==> src/rtl/pc_sequencer.sv <==
// Fetch-stage program counter with a circular return-address stack (RAS).
// Optional target alignment checking is enabled by defining PC_ALIGN_CHECK_EN.
module pc_sequencer #(
  parameter int unsigned       WIDTH        = 32,
  parameter logic [WIDTH-1:0]  RESET_VECTOR = '0,
  parameter int unsigned       RAS_DEPTH    = 4,
  localparam int unsigned      PW           = $clog2(RAS_DEPTH),
  localparam int unsigned      CW           = PW + 1
) (
  input  logic             clock,
  input  logic             reset,
  input  logic             stall,
  input  logic             branch_taken,
  input  logic [WIDTH-1:0] branch_offset,
  input  logic             jump_enable,
  input  logic [WIDTH-1:0] jump_address,
  input  logic             call,
  input  logic             return_enable,
  output logic [WIDTH-1:0] pc_value,
  output logic [WIDTH-1:0] pc_next,
  output logic [CW-1:0]    ras_count,
  output logic             ras_overflow,
  output logic             ras_underflow,
  output logic             misalign_fault
);

  logic [WIDTH-1:0] pc_q, pc_d;
  logic [PW-1:0]    top_q, top_d;
  logic [CW-1:0]    count_q, count_d;
  logic             ovf_q, ovf_d;
  logic             unf_q, unf_d;

  logic [WIDTH-1:0] ras_q [RAS_DEPTH];
  logic             wr_en;
  logic [PW-1:0]    wr_idx;
  logic [WIDTH-1:0] wr_data;

  logic [WIDTH-1:0] seq;
  logic [WIDTH-1:0] target;
  logic             ras_empty;
  logic             ras_full;
  logic             misaligned;
  logic             advance;
`ifdef PC_ALIGN_CHECK_EN
  logic             redirect;
`endif

  always_comb begin
    seq       = pc_q + WIDTH'(4);
    ras_empty = (count_q == '0);
    ras_full  = (count_q == CW'(RAS_DEPTH));

    // An empty-stack return falls through to the sequential address.
    if (return_enable)
      target = ras_empty ? seq : ras_q[top_q];
    else if (jump_enable)
      target = jump_address;
    else if (branch_taken)
      target = pc_q + branch_offset;
    else
      target = seq;

`ifdef PC_ALIGN_CHECK_EN
    redirect   = return_enable | jump_enable | branch_taken;
    misaligned = redirect & (target[1:0] != 2'b00);
`else
    misaligned = 1'b0;
`endif

    advance = !stall && !misaligned;
    pc_d    = advance ? target : pc_q;

    top_d   = top_q;
    count_d = count_q;
    ovf_d   = ovf_q;
    unf_d   = unf_q;
    wr_en   = 1'b0;
    wr_idx  = top_q;
    wr_data = seq;

    if (advance) begin
      if (return_enable && jump_enable && call) begin
        // Pop and push cancel: the top slot is simply rewritten in place.
        wr_en = 1'b1;
        if (ras_empty) begin
          count_d = CW'(1);
          unf_d   = 1'b1;
        end
      end else if (return_enable) begin
        if (ras_empty) begin
          unf_d = 1'b1;
        end else begin
          top_d   = top_q - PW'(1);
          count_d = count_q - CW'(1);
        end
      end else if (jump_enable && call) begin
        // A full stack wraps onto its oldest entry.
        wr_en  = 1'b1;
        wr_idx = top_q + PW'(1);
        top_d  = top_q + PW'(1);
        if (ras_full)
          ovf_d = 1'b1;
        else
          count_d = count_q + CW'(1);
      end
    end

    misalign_fault = misaligned && !stall && !reset;
  end

  always_ff @(posedge clock or posedge reset) begin
    if (reset) begin
      pc_q    <= RESET_VECTOR;
      top_q   <= '0;
      count_q <= '0;
      ovf_q   <= 1'b0;
      unf_q   <= 1'b0;
    end else begin
      pc_q    <= pc_d;
      top_q   <= top_d;
      count_q <= count_d;
      ovf_q   <= ovf_d;
      unf_q   <= unf_d;
    end
  end

  // Stack contents are meaningless after reset, so the array carries no reset.
  always_ff @(posedge clock) begin
    if (wr_en && !reset)
      ras_q[wr_idx] <= wr_data;
  end

  assign pc_value      = pc_q;
  assign pc_next       = pc_d;
  assign ras_count     = count_q;
  assign ras_overflow  = ovf_q;
  assign ras_underflow = unf_q;

endmodule

==> config.mk <==
export PLATFORM = sky130hd
export DESIGN_NAME = pc_sequencer
export DESIGN_NICKNAME = d
export VERILOG_FILES = /design/src/rtl/pc_sequencer.sv
export SDC_FILE = /design/constraint.sdc
export NUM_CORES = 1
export LEC_CHECK = 0
export ABC_AREA = 1
export ABC_CLOCK_PERIOD_IN_PS = 3350
export CAP_MARGIN = 5
export CORE_MARGIN = 3
export CORE_UTILIZATION = 51
export CTS_CLUSTER_SIZE = 24
export DETAILED_ROUTE_END_ITERATION = 8
export GPL_TIMING_DRIVEN = 0
export PLACE_DENSITY = 0.78
export REMOVE_ABC_BUFFERS = 1
export SKIP_CTS_REPAIR_TIMING = 1
export SYNTH_ARGS = -nofsm -noshare
export SYNTH_HDL_FRONTEND = slang
export SYNTH_SLANG_ARGS = --single-unit
==> constraint.sdc <==
create_clock -name clock -period 3.35 [get_ports clock]
set_input_delay 0.5025 -clock clock [delete_from_list [all_inputs] [get_ports clock]]
set_output_delay 0.5025 -clock clock [all_outputs]
set_load 0.02 [all_outputs]
==> results by stage, run 1 <==
Drt:
- The wire length reported by the detailed router is around 40000 µm.
- The number of remaining DRC errors is 0.
- The detailed router finished its first iteration with 1441 violations.
- Across all layers, the routed design uses 10.92k vias.
- The via density per instance is about 6.3.
- The routed wire length per instance is 23.08 µm.
- The detail route stage leaves a number of antenna-violating nets equal to 0.
- The number of detailed-route iterations in the first pass is 5.

Synthesis:
- The most common flop cell mapped by yosys is sky130_fd_sc_hd__edfxtp_1.
- The synthesized area divided by synthesized cell count is between 8 and 9 µm².
- The cell area after technology mapping is between 10000 and 15000 µm².
- The register bit total from synthesis is 167.
- The cell type contributing the most total cell area after synthesis is sky130_fd_sc_hd__edfxtp_1.
- Synthesis produced a netlist whose cell count is 1257.
- After synthesis, the netlist uses between 50 and 60 different library cells.
- In the synthesized netlist the async set-or-reset flop fraction comes to roughly a quarter.
- Yosys mapped a number of flops with a built-in enable equal to roughly 130.
- The portion of the post-synthesis area used by sequential elements is ~47%.
- The share of synthesized area in the top cell type comes to 37.17%.
- After synthesis, the cell types taking the most area are sky130_fd_sc_hd__edfxtp_1, sky130_fd_sc_hd__nand2_1, sky130_fd_sc_hd__dfrtp_1.
- sky130_fd_sc_hd__nand2_1 is the most common cell in the netlist.
- The commonest cells after synthesis are sky130_fd_sc_hd__nand2_1, sky130_fd_sc_hd__nor2_1, sky130_fd_sc_hd__edfxtp_1.
- The total number of yosys warnings is 0.

Pwr:
- In this run the power density over the cells is about 840 nW/µm².
- The leakage power total is ~5.9 nW.
- The worst-case IR drop observed on VDD is around 0.44 mV.
- The overall power after layout is 12.34 mW.

Clocking:
- The maximum level of the CTS H-tree is 4.
- The source-to-sink clock delay at the later pin of the worst-skew pair is 440 ps.
- The number of CTS-inserted buffers is 17.
- The deepest clock path buffer count is 2.
- Counting every sink on the clock net gives about 170.
- The tree is rooted in a sky130_fd_sc_hd__clkbuf_16.
- Clock-pin slew was measured on the worst setup and hold paths at roughly 70 ps.
- TritonCTS built the clock tree.

STA:
- The remaining max-slew budget at the tightest pin is 45.41%.
- The number of pins exceeding their max-slew limit in the final report is 0.
- The worst clock skew on the final layout is 13.75 ps.
- At the pin with the least slew margin, the transition time is roughly 820 ps.
- The count of endpoints failing setup in the final report is 13.
- The worst hold slack across all endpoints is a little under 400 ps.
- The post-route fraction of the period consumed by the critical path is 104.2%.
- The count of final hold-check violations came to 0.
- The fmax is 286.6 MHz.
- The final setup slack of the worst path is -139.6 ps.
- Setup repair after global routing could not meet its margin everywhere.
- Setup total negative slack on the finished layout was measured at -655.0 ps.
- The time the worst path needs with I/O delays and setup is 3490 ps.

Run:
- Max-cap violations in this run came to 0.

Worst setup path:
- Counting stages on the worst path, the most repeated cell is sky130_fd_sc_hd__nand2_4.
- The slowest stage of the critical path belongs to the cell sky130_fd_sc_hd__dfrtp_2.
- Setup slack on the worst reg-to-reg path comes out at ~290 ps.
- The kind of critical path is flip-flop to primary output.
- The critical path goes through ha_4 > fa_2 > nand3_2 > nand2_4 > buf_6 > nand3_4 > nand2_4 > nand3_4 > nand2_4 > a21oi_1 > o21ai_0 > a21o_1 > a21oi_2 > clkbuf_2.
- In this design, the stage delay of the slowest critical-path cell is 450 ps.
- The worst setup path is launched from a flip-flop.
- The peak fanout along the critical path is 5.
- The worst setup path is captured at a primary output.
- The worst path arrival time is 2990 ps.
- The critical path required time is ~2900 ps.

Placement:
- The HPWL after detailed placement is about 24000 µm.
- Routability-driven placement finished with a final weighted congestion of 1.004.
- Buffers placed on the I/O ports in this run total roughly 140.

Floorplanning:
- The starting density of the core is about 52%.
- The overall die area is 22020 µm².
- The floorplan core area is between 15000 and 20000 µm².
- The number of placement rows is just over 50.
- From bottom edge to top edge, the die measures 148.4 µm.
- roughly 140 I/O pins were placed.
- In this run the horizontal extent of the chip is 148.4 µm.

Layout:
- The number of nets in the finished design is 1568.
- The layout-stage area growth over the synthesis result is 42.26%.
- 0 antenna diodes ended up in the layout.
- Cells with a size suffix above 1 make up between 20% and 30% of the layout.

Run status:
- The run finished, with violations left.
- The final reports fail on negative setup slack.

Global route:
- The wire length of the first global-routing pass is around 52000 µm.
- The via count of the first global-routing pass is a little over 9k.
- Entering global routing, the biggest net connects between 60 and 70 pins.
- For this run, the total global-route usage over all layers was measured as between 30 and 40%.
- The number of antenna violations at the first check in global routing came to 0.
- The remaining global-route overflow is 0.

Hold path:
- The min-delay analysis places its worst path in the category input pin to asynchronous set/reset pin.
## through the flow
step                util [%]  setup WS (ps)  area [µm²]  std cells
floorplan                  -          -1653       10080       1205
global placement       59.88          -4780       11810       1609
detailed placement     60.88          -2724       12000       1616
CTS                    64.03          -2796       12630       1648
global route           74.61         -225.8       14710       1741
finish                 74.61         -139.6       14710       1741
## cell families after synthesis
group	after synthesis	share of synthesized area, %
and+or+nand+nor	594	24.50
AOI/OAI and AO/OA	272	15.28
DFF	167	46.61
buffers and inverters	155	6.219
xor gates and xnor gates	34	3.097
adders and majority gates	34	4.259
other	1	0.03626
## power by group
group | leakage, nW | internal [mW] | switching (mW) | total (mW)
clock network | 0.299 | 1.27 | 0.865 | 2.13
registers | 1.56 | 2.71 | 0.569 | 3.27
logic | 4.06 | 2.77 | 4.16 | 6.93
total | 5.92 | 6.74 | 5.59 | 12.3
## critical path, delay by kind of cell, from the launching register on
kind,cells,cell delay (ps)
fa+ha+maj,2,540
simple gates,6,480
buf+inv,2,350
flops,1,450
compound gates,4,700
## layer usage
| metal | up-vias | share of wire, % | wire, µm | global-route usage (%) |
|---|---|---|---|---|
| met2 | 913 | 47 | 18770 | 49.44 |
| met3 | 154 | 13 | 5088 | 5.941 |
| li1 | 4718 | - | - | - |
| met1 | 5137 | 36 | 14380 | 42.06 |
| met4 | 0 | 4.9 | 1954 | 11.18 |
| met5 | - | 0 | 0 | 0 |
## state kept, by name, summed over array words and instances, names as in the netlist
signal and flops:
ras_overflow 1, ras_q 128, top_q 2, ras_underflow 1, pc_value 32, ras_count 3
## placed cells by master (no fill, tap or decap), types with 14 or more instances in the layout
master	count
sky130_fd_sc_hd__nand2_1	261
sky130_fd_sc_hd__nor2_1	137
sky130_fd_sc_hd__edfxtp_1	128
sky130_fd_sc_hd__inv_1	93
sky130_fd_sc_hd__a21oi_1	92
sky130_fd_sc_hd__buf_4	91
sky130_fd_sc_hd__clkdlybuf4s50_1	81
sky130_fd_sc_hd__o21ai_0	49
sky130_fd_sc_hd__nand3_1	47
sky130_fd_sc_hd__nand2_2	36
sky130_fd_sc_hd__a21oi_2	34
sky130_fd_sc_hd__ha_4	31
sky130_fd_sc_hd__dfrtp_2	30
sky130_fd_sc_hd__dlymetal6s2s_1	28
sky130_fd_sc_hd__nand3_2	19
sky130_fd_sc_hd__a221oi_1	17
sky130_fd_sc_hd__clkbuf_16	17
sky130_fd_sc_hd__nor2_4	15
sky130_fd_sc_hd__nor2_2	14
sky130_fd_sc_hd__a211oi_1	14
sky130_fd_sc_hd__o22ai_1	14
## worst paths after layout
kind,from,endpoint,cells after the start
min in group clock,ras_overflow$_DFFE_PP0P_,ras_overflow$_DFFE_PP0P_,1
max in group asynchronous,reset,pc_value[21]$_DFF_PP0_,3
max,pc_value[0]$_DFF_PP0_,pc_next[14],14
max reg2reg,top_q[0]$_DFFE_PP0P_,ras_q[0][7]$_DFFE_PP_,8
min,reset,ras_overflow$_DFFE_PP0P_,2
min reg2reg,ras_overflow$_DFFE_PP0P_,ras_overflow$_DFFE_PP0P_,1
## final cells by class
| cell class | instances | area [µm²] |
|---|---|---|
| Tap cell | 265 | 331.6 |
| Clock buffer | 20 | 446.7 |
| Inverter | 103 | 416.7 |
| Sequential cell | 167 | 4865 |
| Fill cell | 1258 | 5006 |
| Multi-Input combinational cell | 936 | 6070 |
| Timing Repair inverter | 2 | 12.51 |
| Timing Repair Buffer | 236 | 2395 |
| Clock inverter | 12 | 175.2 |
Power figures use the tool's default switching activity.
==> run 2, diff against run 1 <==
- GPL_TIMING_DRIVEN: 0 -> default
==> run 2 against run 1 <==
The flow still finishes with violations (negative setup slack). First-iteration DRC count up 15%. Non-clock buffer count up 112. Final cell count up 6.3%. Worst hold slack better by 83 ps. Combinational power up 8.7%. Worst setup slack better by 140 ps. Sequential share of layout area down 0.82 points. Clock-buffer cell count down 2. Flip-flop and latch count unchanged. Largest power group unchanged. Critical path depth up 1. Clock power down 7%.
==> results by stage, run 2 (synthesis results as in run 1) <==
Run status:
- Run status: complete, but fails checks (unchanged).
- Violations in the final reports: negative setup slack (unchanged).

Drt:
- The via density per instance is 5.917 (was 6.273).
- The number of remaining DRC errors is 0 (unchanged).
- The total via count after detailed routing was 10.95k (was 10.92k).
- The remaining antenna violation count after routing was 0 (unchanged).
- The routed wire length per instance is 21.41 µm (was 23.08 µm).
- The wire length reported by the detailed router is 39600 µm (was 40190 µm).
- The number of DRC markers in iteration 0 came to 1653 (was 1441).
- The number of detailed-route iterations in the first pass is 8 (was 5).

STA:
- RSZ-0062 raised after global routing: yes (unchanged).
- The number of pins exceeding their max-slew limit in the final report is 0 (unchanged).
- The fmax is 298.5 MHz (was 286.6 MHz).
- The post-route fraction of the period consumed by the critical path is 100.0% (was 104.2%).
- The remaining max-slew budget at the tightest pin was 55.83% (was 45.41%).
- The final setup slack of the worst path is -0.2158 ps (was -139.6 ps).
- The time the worst path needs with I/O delays and setup came to 3350 ps (was 3490 ps).
- The count of final hold-check violations is 0 (unchanged).
- The count of endpoints failing setup in the final report is 1 (was 13).
- The worst clock skew on the final layout was 14.81 ps (was 13.75 ps).
- The slew at the pin closest to its max-slew limit was 662.5 ps (was 818.8 ps).

Clocking:
- The maximum level of the CTS H-tree is 4 (unchanged).
- The root buffer selected by CTS was sky130_fd_sc_hd__clkbuf_16 (unchanged).
- The CTS tree is done (unchanged).
- The number of CTS-inserted buffers is 17 (unchanged).
- The source-to-sink clock delay at the later pin of the worst-skew pair is 440 ps (about the same).
- The deepest clock path buffer count is 2 (unchanged).
- The number of clock sinks is 167 (unchanged).
- The clock-pin slew of the registers on the worst-case setup and hold paths was 70 ps (about the same).

Global route:
- The remaining global-route overflow was 0 (unchanged).
- The wire length of the first global-routing pass is 57390 µm (was 51650 µm).
- The pin count of the biggest net entering global routing came to 61 (unchanged).
- The aggregate global-route resource usage is 34.31% (was 30.81%).
- The via count of the first global-routing pass came to 10.10k (was 9226).
- The number of antenna violations at the first check in global routing came to 1 (was 0).

Pwr:
- The switching share of power is 44.45% (was 45.34%).
- The net switching power figure is 5.545 mW (was 5.593 mW).
- The part of the power in the clock network was 16.0% (was 17.3%).
- The total power divided by cell area is 833.4 nW/µm² (was 838.5 nW/µm²).
- The register share of total power came to 23.7% (was 26.5%).
- The leakage power total was 6.317 nW (was 5.920 nW).
- The peak ir drop on the vdd network is 0.4497 mV (was 0.4449 mV).
- The combinational power share is 60.4% (was 56.2%).
- The cell-internal power is 6.930 mW (was 6.744 mW).

Worst setup path:
- The capturing element type of the critical path is a primary output (unchanged).
- The cell with the most instances on the worst path is sky130_fd_sc_hd__nand2_1 (was sky130_fd_sc_hd__nand2_4).
- The nature of the critical path startpoint is an input pin (was flip-flop).
- The peak fanout along the critical path was 3 (was 5).
- The worst path arrival time was 2850 ps (was 2990 ps).
- The critical path required time came to 2850 ps (about the same).
- The kind of critical path was input pin to primary output (was flip-flop to primary output).
- Critical Path, Cell by Cell: clkdlybuf4s50_1 > ha_1 > buf_4 > inv_1 > o21bai_1 > a21oi_1 > nand2_1 > a21oi_2 > nand3_1 > nand3_1 > nand2_1 > nand2_1 > nand2_1 > a21oi_2 > buf_6 (was ha_4 > fa_2 > nand3_2 > nand2_4 > buf_6 > nand3_4 > nand2_4 > nand3_4 > nand2_4 > a21oi_1 > o21ai_0 > a21o_1 > a21oi_2 > clkbuf_2).
- The slowest stage cell on the critical path is sky130_fd_sc_hd__clkdlybuf4s50_1 (was sky130_fd_sc_hd__dfrtp_2).
- The stage delay of the slowest cell on the critical path is 430 ps (was 450 ps).

Layout:
- The layout-stage area growth over the synthesis result came to 44.76% (was 42.26%).
- The area used by sequential logic in the layout came to 4827 µm² (was 4865 µm²).
- The number of antenna diodes is 0 (unchanged).
- The fraction of layout instances using a drive strength above 1 is 28.14% (was 27.37%).
- The final core utilization came to 75.92% (was 74.61%).
- The number of non-filler instances in the completed layout is 1850 (was 1741).
- The most common cell after layout, fill and taps aside is sky130_fd_sc_hd__nand2_1 (unchanged).
- The number of flip-flops under the largest register name came to 128 (unchanged).
- The largest register by flop count is ras_q (unchanged).
- The number of nets in the finished design is 1677 (was 1568).
- Top library cells by usage in the layout, fill and taps aside: sky130_fd_sc_hd__nand2_1, sky130_fd_sc_hd__buf_4, sky130_fd_sc_hd__nor2_1 (was sky130_fd_sc_hd__nand2_1, sky130_fd_sc_hd__nor2_1, sky130_fd_sc_hd__edfxtp_1).
- The number of filler cells placed in the layout is 1399 (was 1258).
- The area of combinational cells with multiple inputs is 5714 µm² (was 6070 µm²).

Floorplanning:
- The number of placement rows is 51 (unchanged).
- The starting density of the core is 52.45% (unchanged).
- The overall die area is 22020 µm² (unchanged).
- The die span in x came to 148.4 µm (unchanged).
- The floorplan core area is 19720 µm² (unchanged).
- The I/O pin count is 141 (unchanged).
- The die outline height is 148.4 µm (unchanged).

Run:
- The count of max-cap constraint violations is 0 (unchanged).

Hold path:
- The type of the tightest min-delay check is flip-flop to flip-flop (was input pin to asynchronous set/reset pin).

Placement:
- The global placer's final weighted congestion is 1.027 (was 1.004).
- The number of port buffers is 139 (unchanged).
- The number of placed instances with taps included was 1799 (was 1616).
- The post-detailed-placement half-perimeter wirelength is 28110 µm (was 23870 µm).
-- run 2: routing by layer --
layer,wire length [µm],vias to the layer above,GRT usage [%]
met3,4455,90,7.800
li1,-,4945,-
met4,1056,2,11.41
met5,13,-,0
met2,18740,765,54.56
met1,15340,5144,46.95
-- run 2: layout make-up --
cell class	instances	area share [%]
inverter	103	2.583
timing repair buffer	348	20.92
clock inverter	14	0.9946
sequential	167	32.25
clock buffer	18	2.867
multi-input combinational	935	38.17
tap	265	2.215
-- run 2: final timing paths --
| kind | endpoint | startpoint | depth (start not counted) | slack [ps] |
|---|---|---|---|---|
| min in group asynchronous | ras_overflow$_DFFE_PP0P_ | reset | 3 | 590 |
| min | ras_overflow$_DFFE_PP0P_ | ras_overflow$_DFFE_PP0P_ | 1 | 470 |
| min reg2reg | ras_overflow$_DFFE_PP0P_ | ras_overflow$_DFFE_PP0P_ | 1 | 470 |
| max in group asynchronous | pc_value[20]$_DFF_PP0_ | reset | 3 | 2270 |
| max reg2reg | ras_q[0][7]$_DFFE_PP_ | top_q[1]$_DFFE_PP0P_ | 8 | 590 |
| max | pc_next[28] | branch_offset[27] | 15 | -0.2 |
-- run 2: per-stage QoR --
step | setup TNS (ps) | cell area, µm² | power, mW | setup slack [ps] | hold slack (ps)
2_1_floorplan | -209430 | 10080 | 6.227 | -1653 | 590.9
3_3_place_gp | -14040 | 13380 | 9.398 | -625.6 | 454.6
3_5_place_dp | -15190 | 13380 | 9.516 | -686.7 | 464.7
4_1_cts | -15750 | 13960 | 11.50 | -701.7 | 475.5
5_1_grt | -538.4 | 14970 | 13.04 | -69.11 | 505.5
6_report | -0.2158 | 14970 | 12.48 | -0.2158 | 470.7
-- run 2: power by group through the flow --
| stage | sequential, mW | combinational [mW] | clock (mW) |
|---|---|---|---|
| 2_1_floorplan | 3.29 | 2.94 | 0 |
| 3_3_place_gp | 2.92 | 6.47 | 0 |
| 3_5_place_dp | 2.93 | 6.59 | 0 |
| 4_1_cts | 2.89 | 6.63 | 1.98 |
| 5_1_grt | 2.97 | 8.01 | 2.07 |
| 6_report | 2.95 | 7.53 | 1.99 |
-- run 2: worst max-delay path: cells and delay by family --
family / cells / cell delay (ps)
buffers and inverters: 4 / 820
AO/OA/AOI/OAI: 4 / 640
AND/OR/NAND/NOR: 6 / 500
adder cells (fa/ha/maj): 1 / 370
